==> config.mk <==
export PLATFORM = sky130hd
export DESIGN_NAME = dphy_delay_calib
export DESIGN_NICKNAME = d
export VERILOG_FILES = /design/src/rtl/dphy_delay_calib.sv
export SDC_FILE = /design/constraint.sdc
export NUM_CORES = 1
export LEC_CHECK = 0
export BUFFER_PORTS_ARGS = -buffer_cell sky130_fd_sc_hd__buf_2
export CAP_MARGIN = 10
export CORE_MARGIN = 4
export CORE_UTILIZATION = 31
export CTS_CLUSTER_DIAMETER = 60
export DETAILED_ROUTE_END_ITERATION = 7
export SYNTH_ARGS = -nofsm -noshare
export SYNTH_HDL_FRONTEND = slang
export SYNTH_SLANG_ARGS = --single-unit
==> constraint.sdc <==
create_clock -name byte_clk -period 4.8 [get_ports byte_clk]
set_input_delay 0 -clock byte_clk [delete_from_list [all_inputs] [get_ports byte_clk]]
set_output_delay 0 -clock byte_clk [all_outputs]
set_load 0.05 [all_outputs]
==> src/rtl/dphy_delay_calib.sv <==
// rtl/dphy_delay_calib.sv - per-lane IDELAY tap sweep that centres each lane in its widest passing eye
module dphy_delay_calib #(
    parameter int DATA_LANES    = 2,
    parameter int SETTLE_CYCLES = 16,
    parameter int WINDOW_CYCLES = 1024,
    parameter int MIN_HITS      = 4,
    parameter int MIN_EYE       = 3
) (
    input  logic                    byte_clk,
    input  logic                    clk_loss_rst_d2,
    input  logic                    start_i,
    input  logic [DATA_LANES-1:0]   sync_hit_i,
    input  logic [DATA_LANES-1:0]   sync_err_i,
    output logic [DATA_LANES*5-1:0] lane_delay_o,
    output logic                    delay_ld_o,
    output logic                    busy_o,
    output logic                    done_o,
    output logic [DATA_LANES-1:0]   fail_o
);
    localparam int LANE_W  = (DATA_LANES > 1) ? $clog2(DATA_LANES) : 1;
    localparam int CNT_MAX = (SETTLE_CYCLES > WINDOW_CYCLES) ? SETTLE_CYCLES : WINDOW_CYCLES;
    localparam int CNT_W   = $clog2(CNT_MAX + 1);
    localparam int HIT_W   = $clog2(MIN_HITS + 1);
    localparam logic [CNT_W-1:0]  SETTLE_LAST = CNT_W'(SETTLE_CYCLES - 1);
    localparam logic [CNT_W-1:0]  WINDOW_LAST = CNT_W'(WINDOW_CYCLES - 1);
    localparam logic [HIT_W-1:0]  HIT_SAT     = HIT_W'(MIN_HITS);
    localparam logic [5:0]        EYE_MIN     = 6'(MIN_EYE);
    localparam logic [LANE_W-1:0] LANE_LAST   = LANE_W'(DATA_LANES - 1);

    typedef enum logic [2:0] {
        S_IDLE, S_LOAD, S_SETTLE, S_OBSERVE, S_EVAL, S_COMMIT, S_DONE
    } state_t;

    state_t                          r_state;
    logic [LANE_W-1:0]               r_lane;
    logic [4:0]                      r_tap;
    logic [CNT_W-1:0]                r_cnt;
    logic [HIT_W-1:0]                r_hits;
    logic                            r_err;
    logic [5:0]                      r_run;
    logic [4:0]                      r_run_start;
    logic [5:0]                      r_best_len;
    logic [4:0]                      r_best_start;
    logic [DATA_LANES-1:0][4:0]      r_delay;
    logic                            r_ld;
    logic                            r_busy;
    logic                            r_done;
    logic [DATA_LANES-1:0]           r_fail;

    logic       w_hit;
    logic       w_err;
    logic       w_pass;
    logic [5:0] w_run_nxt;
    logic [4:0] w_run_start_nxt;
    logic       w_better;
    logic [5:0] w_best_len_nxt;
    logic [4:0] w_best_start_nxt;
    logic [5:0] w_centre;
    logic       w_eye_ok;

    assign w_hit  = sync_hit_i[r_lane];
    assign w_err  = sync_err_i[r_lane];
    assign w_pass = (r_hits == HIT_SAT) && !r_err;

    // Tracker values after this tap's verdict; the last tap's verdict feeds the commit directly.
    assign w_run_nxt        = w_pass ? (r_run + 6'd1) : 6'd0;
    assign w_run_start_nxt  = (w_pass && (r_run == 6'd0)) ? r_tap : r_run_start;
    assign w_better         = w_run_nxt > r_best_len;
    assign w_best_len_nxt   = w_better ? w_run_nxt : r_best_len;
    assign w_best_start_nxt = w_better ? w_run_start_nxt : r_best_start;
    assign w_centre         = 6'(w_best_start_nxt) + ((w_best_len_nxt - 6'd1) >> 1);
    assign w_eye_ok         = w_best_len_nxt >= EYE_MIN;

    always_ff @(posedge byte_clk or posedge clk_loss_rst_d2) begin
        if (clk_loss_rst_d2) begin
            r_state      <= S_IDLE;
            r_lane       <= '0;
            r_tap        <= '0;
            r_cnt        <= '0;
            r_hits       <= '0;
            r_err        <= 1'b0;
            r_run        <= '0;
            r_run_start  <= '0;
            r_best_len   <= '0;
            r_best_start <= '0;
            r_delay      <= '0;
            r_ld         <= 1'b0;
            r_busy       <= 1'b0;
            r_done       <= 1'b0;
            r_fail       <= '0;
        end else begin
            r_ld   <= 1'b0;
            r_done <= 1'b0;
            case (r_state)
                S_IDLE: begin
                    if (start_i) begin
                        r_lane       <= '0;
                        r_tap        <= '0;
                        r_run        <= '0;
                        r_run_start  <= '0;
                        r_best_len   <= '0;
                        r_best_start <= '0;
                        r_fail       <= '0;
                        r_busy       <= 1'b1;
                        r_delay[0]   <= 5'd0;
                        r_ld         <= 1'b1;
                        r_state      <= S_LOAD;
                    end
                end
                S_LOAD: begin
                    r_cnt   <= '0;
                    r_hits  <= '0;
                    r_err   <= 1'b0;
                    r_state <= S_SETTLE;
                end
                S_SETTLE: begin
                    if (r_cnt == SETTLE_LAST) begin
                        r_cnt   <= '0;
                        r_state <= S_OBSERVE;
                    end else begin
                        r_cnt <= r_cnt + 1'b1;
                    end
                end
                S_OBSERVE: begin
                    if (w_hit && (r_hits != HIT_SAT)) r_hits <= r_hits + 1'b1;
                    if (w_err) r_err <= 1'b1;
                    if (r_cnt == WINDOW_LAST) begin
                        r_cnt   <= '0;
                        r_state <= S_EVAL;
                    end else begin
                        r_cnt <= r_cnt + 1'b1;
                    end
                end
                S_EVAL: begin
                    r_run        <= w_run_nxt;
                    r_run_start  <= w_run_start_nxt;
                    r_best_len   <= w_best_len_nxt;
                    r_best_start <= w_best_start_nxt;
                    r_ld         <= 1'b1;
                    if (r_tap == 5'd31) begin
                        r_delay[r_lane] <= w_eye_ok ? w_centre[4:0] : 5'd0;
                        r_fail[r_lane]  <= !w_eye_ok;
                        r_state         <= S_COMMIT;
                    end else begin
                        r_tap           <= r_tap + 5'd1;
                        r_delay[r_lane] <= r_tap + 5'd1;
                        r_state         <= S_LOAD;
                    end
                end
                S_COMMIT: begin
                    r_tap        <= '0;
                    r_run        <= '0;
                    r_run_start  <= '0;
                    r_best_len   <= '0;
                    r_best_start <= '0;
                    if (r_lane == LANE_LAST) begin
                        r_done  <= 1'b1;
                        r_state <= S_DONE;
                    end else begin
                        r_lane                 <= r_lane + 1'b1;
                        r_delay[r_lane + 1'b1] <= 5'd0;
                        r_ld                   <= 1'b1;
                        r_state                <= S_LOAD;
                    end
                end
                S_DONE: begin
                    r_busy  <= 1'b0;
                    r_state <= S_IDLE;
                end
                default: r_state <= S_IDLE;
            endcase
        end
    end

    assign lane_delay_o = r_delay;
    assign delay_ld_o   = r_ld;
    assign busy_o       = r_busy;
    assign done_o       = r_done;
    assign fail_o       = r_fail;
endmodule

==> results.toml <==
[yosys]
ys.flop_type = "dfrtp_1"
yosysSeqAreaShare_pct = 39.0
synth_edf_count = 0
ys_seq_elements = 61
synth_area_leaders = "dfrtp_1 39%, ha_1 5.7%, o21ai_0 5.6%"
avgSynthCellArea_sq_um = 8.96
synth_area_sq_mm = 0.00392
synth.most_common_cell = "dfrtp_1"
synth_commonest_cells = "61 x dfrtp_1, 47 x nand2_1, 44 x o21ai_0"
ys_types = 58
syn_inst = 437
ys_warn_count = 0
synthArstFlopShare_pct = 100
netlist.area_leader.share_pct = 39.0
syn-num-nets = 463
synth_area_leader_cell = "dfrtp_1"

[clocking]
clk_latency_ps = 330
clkSlewWorstSetupHoldPaths_ps = 50
numCtsBuffers = 9
clock_sink_count = 61
clock_path_buffers = 2
htreeDepth = 3
root_buffer = "clkbuf_16"
cts_tree = "done"

[floorplanning]
die-area_sq_mm = 0.0145
die_h_microns = 120
initial_core_util_pct = 32.1
chipWidth_microns = 120
std_cell_rows = 40
boundaryPins = 22
fp.coreArea_sq_mm = 0.0122

[sta]
maxSlewHeadroom_pct = 20.6
whs_ps = 38.8
hold_viol_final = 0
worst_pin_slew_ps = 1180
setup_viol = 0
finalCritPeriodShare_pct = 94.5
drv_slew = 0
min_period_ps = 4540
fmax_ghz = 0.220
clock_skew_ps = 6.03

[critical_path]
arrival_ps = 4780
startpoint_type = "register"
critPathRequiredTime_ps = 5050
critical_path_class = "reg2reg"
crit_path_end_kind = "register"
path_cells = "inv_1 -> ha_2 -> nand3b_1 -> nor2_2 -> ha_1 -> a31o_2 -> a221o_1 -> o32ai_4 -> a21oi_1 -> ha_2 -> inv_1 -> ha_1 -> fa_1 -> a21o_1 -> a21oi_1 -> xor2_1 -> xnor2_1 -> nor2_1 -> o21ai_0"
reg2reg_slack_ps = 260
critPathMaxFanout = 7
cp_slowest_stage_delay_ps = 400
slowest_stage = "fa_1"

[outcome]
status = "complete, no violations"

[power]
leakagePower_nw = 1.99
powerDensity_mw_per_mm2 = 271
finalPower_w = 0.00122
peakVddDrop_uv = 180

[run]
drv_cap = 0

[detailed_routing]
totalWireLength_mm = 9.56
routed-via-count = 3267
post_drt_wl_per_cell_microns = 15.1
vias_per_cell = 5.18
dr.pass1.iters = 4
ant_nets = 0
first_iter_violations = 159
drc = 0

[cells_and_area]
diodes = 0
nets = 485
drive_gt1_share_pct = 14.5
synthToLayoutAreaGrowth_pct = 15.4
fin_cells = 631
design_area_sq_mm = 0.00452

[placed_design]
gp_congestion = 0.872
place_area_sq_mm = 0.00420
portBuffers = 21
hpwl_mm = 6.85
dp_cells = 613

[global_routing]
grt_use_total_pct = 13.9
grt_pass1_vias = 3178
grt_overflow = 0
grt_first_pass_wirelength_mm = 16.0
grt_max_degree = 62
antenna_found_initial = 0

[worst_hold_path]
hold_class = "in2reg"
==> stage by stage <==
stage	TNS [ps]	setup slack (ps)	util, %
2_1_floorplan	0	371	-
3_3_place_gp	0	343	34.4
3_5_place_dp	0	128	34.4
4_1_cts	0	134	36.7
5_1_grt	-1.61	-1.61	37.0
6_report	0	264	37.0
==> area by class of cell <==
type,instances,area (sq um)
tap,168,210
inverter,18,67.6
timing repair buffer,35,213
multi-input combinational,334,2220
clock buffer,14,274
fill,1243,7690
clock inverter,1,5.00
sequential,61,1530
==> state kept, by name, summed over array words and instances, names as in the netlist, 2 cells and up <==
name	count
fail_o	2
lane_delay_o	10
r_best_len	6
r_best_start	5
r_cnt	11
r_hits	3
r_run	6
r_run_start	5
r_state	3
r_tap	5
==> power by group <==
group          internal, W  leakage [nW]  switching, W
Combinational    0.0000323          1.11     0.0000429
Sequential        0.000529         0.744     0.0000148
Clock             0.000388         0.139      0.000218
==> final timing paths <==
path / from / to / cells past startpoint
worst min-delay path: sync_err_i[0] / r_err$_DFFE_PP0P_ / 5
worst max register to register: r_hits[0]$_DFFE_PP0P_ / lane_delay_o[4]$_DFFE_PP0P_ / 19
worst min register to register: r_best_start[0]$_DFFE_PP0P_ / r_best_start[0]$_DFFE_PP0P_ / 2
max in group asynchronous: clk_loss_rst_d2 / r_run[1]$_DFFE_PP0P_ / 4
min in group asynchronous: clk_loss_rst_d2 / r_hits[2]$_DFFE_PP0P_ / 4
worst max-delay path: r_hits[0]$_DFFE_PP0P_ / lane_delay_o[4]$_DFFE_PP0P_ / 19
==> layer usage <==
layer,routed length (microns),track usage [%],vias up
met2,4440,21.8,69
met4,237,6.66,0
met5,0,0,-
met1,4550,18.3,1564
li1,-,-,1615
met3,329,2.90,19
==> kinds of logic (layout without fill, tap and decap cells) <==
group	Yosys count	after routing	synth area share, %
multiplexers	13	13	3.70
flip-flops	61	61	39.0
adder cells (fa/ha/maj)	19	19	6.26
buffers and inverters	42	68	4.79
AND/OR/NAND/NOR	148	148	18.6
XOR/XNOR	21	21	4.70
AO/OA/AOI/OAI	133	133	23.0
==> cell usage in the layout (no fill, tap or decap), drive strengths merged, types with 3 or more instances in the layout <==
| cell | count |
|---|---|
| dfrtp | 61 |
| nand2 | 47 |
| o21ai | 44 |
| nor2 | 36 |
| buf | 34 |
| a21oi | 25 |
| a22o | 20 |
| inv | 18 |
| ha | 18 |
| clkbuf | 14 |
| nand3 | 13 |
| xnor2 | 13 |
| o31ai | 11 |
| mux2i | 11 |
| nor3 | 10 |
| nand2b | 9 |
| xor2 | 8 |
| and3 | 8 |
| a21o | 6 |
| nor2b | 4 |
| or3 | 4 |
| and2 | 4 |
| nor4 | 3 |
| a31oi | 3 |
==> timing repair <==
| item | CTS | global route |
|---|---|---|
| resized for setup | 0 | 10 |
| endpoints found under the setup margin | 0 | 4 |
| hold buffers | 1 | 0 |
| endpoints found under the hold margin | 61 | 0 |
| buffers inserted | 0 | 2 |
==> critical path: cells and delay by family, from the launching register on <==
family	cells	cell delay [ps]
flops	1	390
xor+xnor	2	340
compound gates	7	1600
simple gates	3	540
fa+ha+maj	5	1440
buf+inv	2	140
Note: power is estimated with default switching activity, not from simulation.
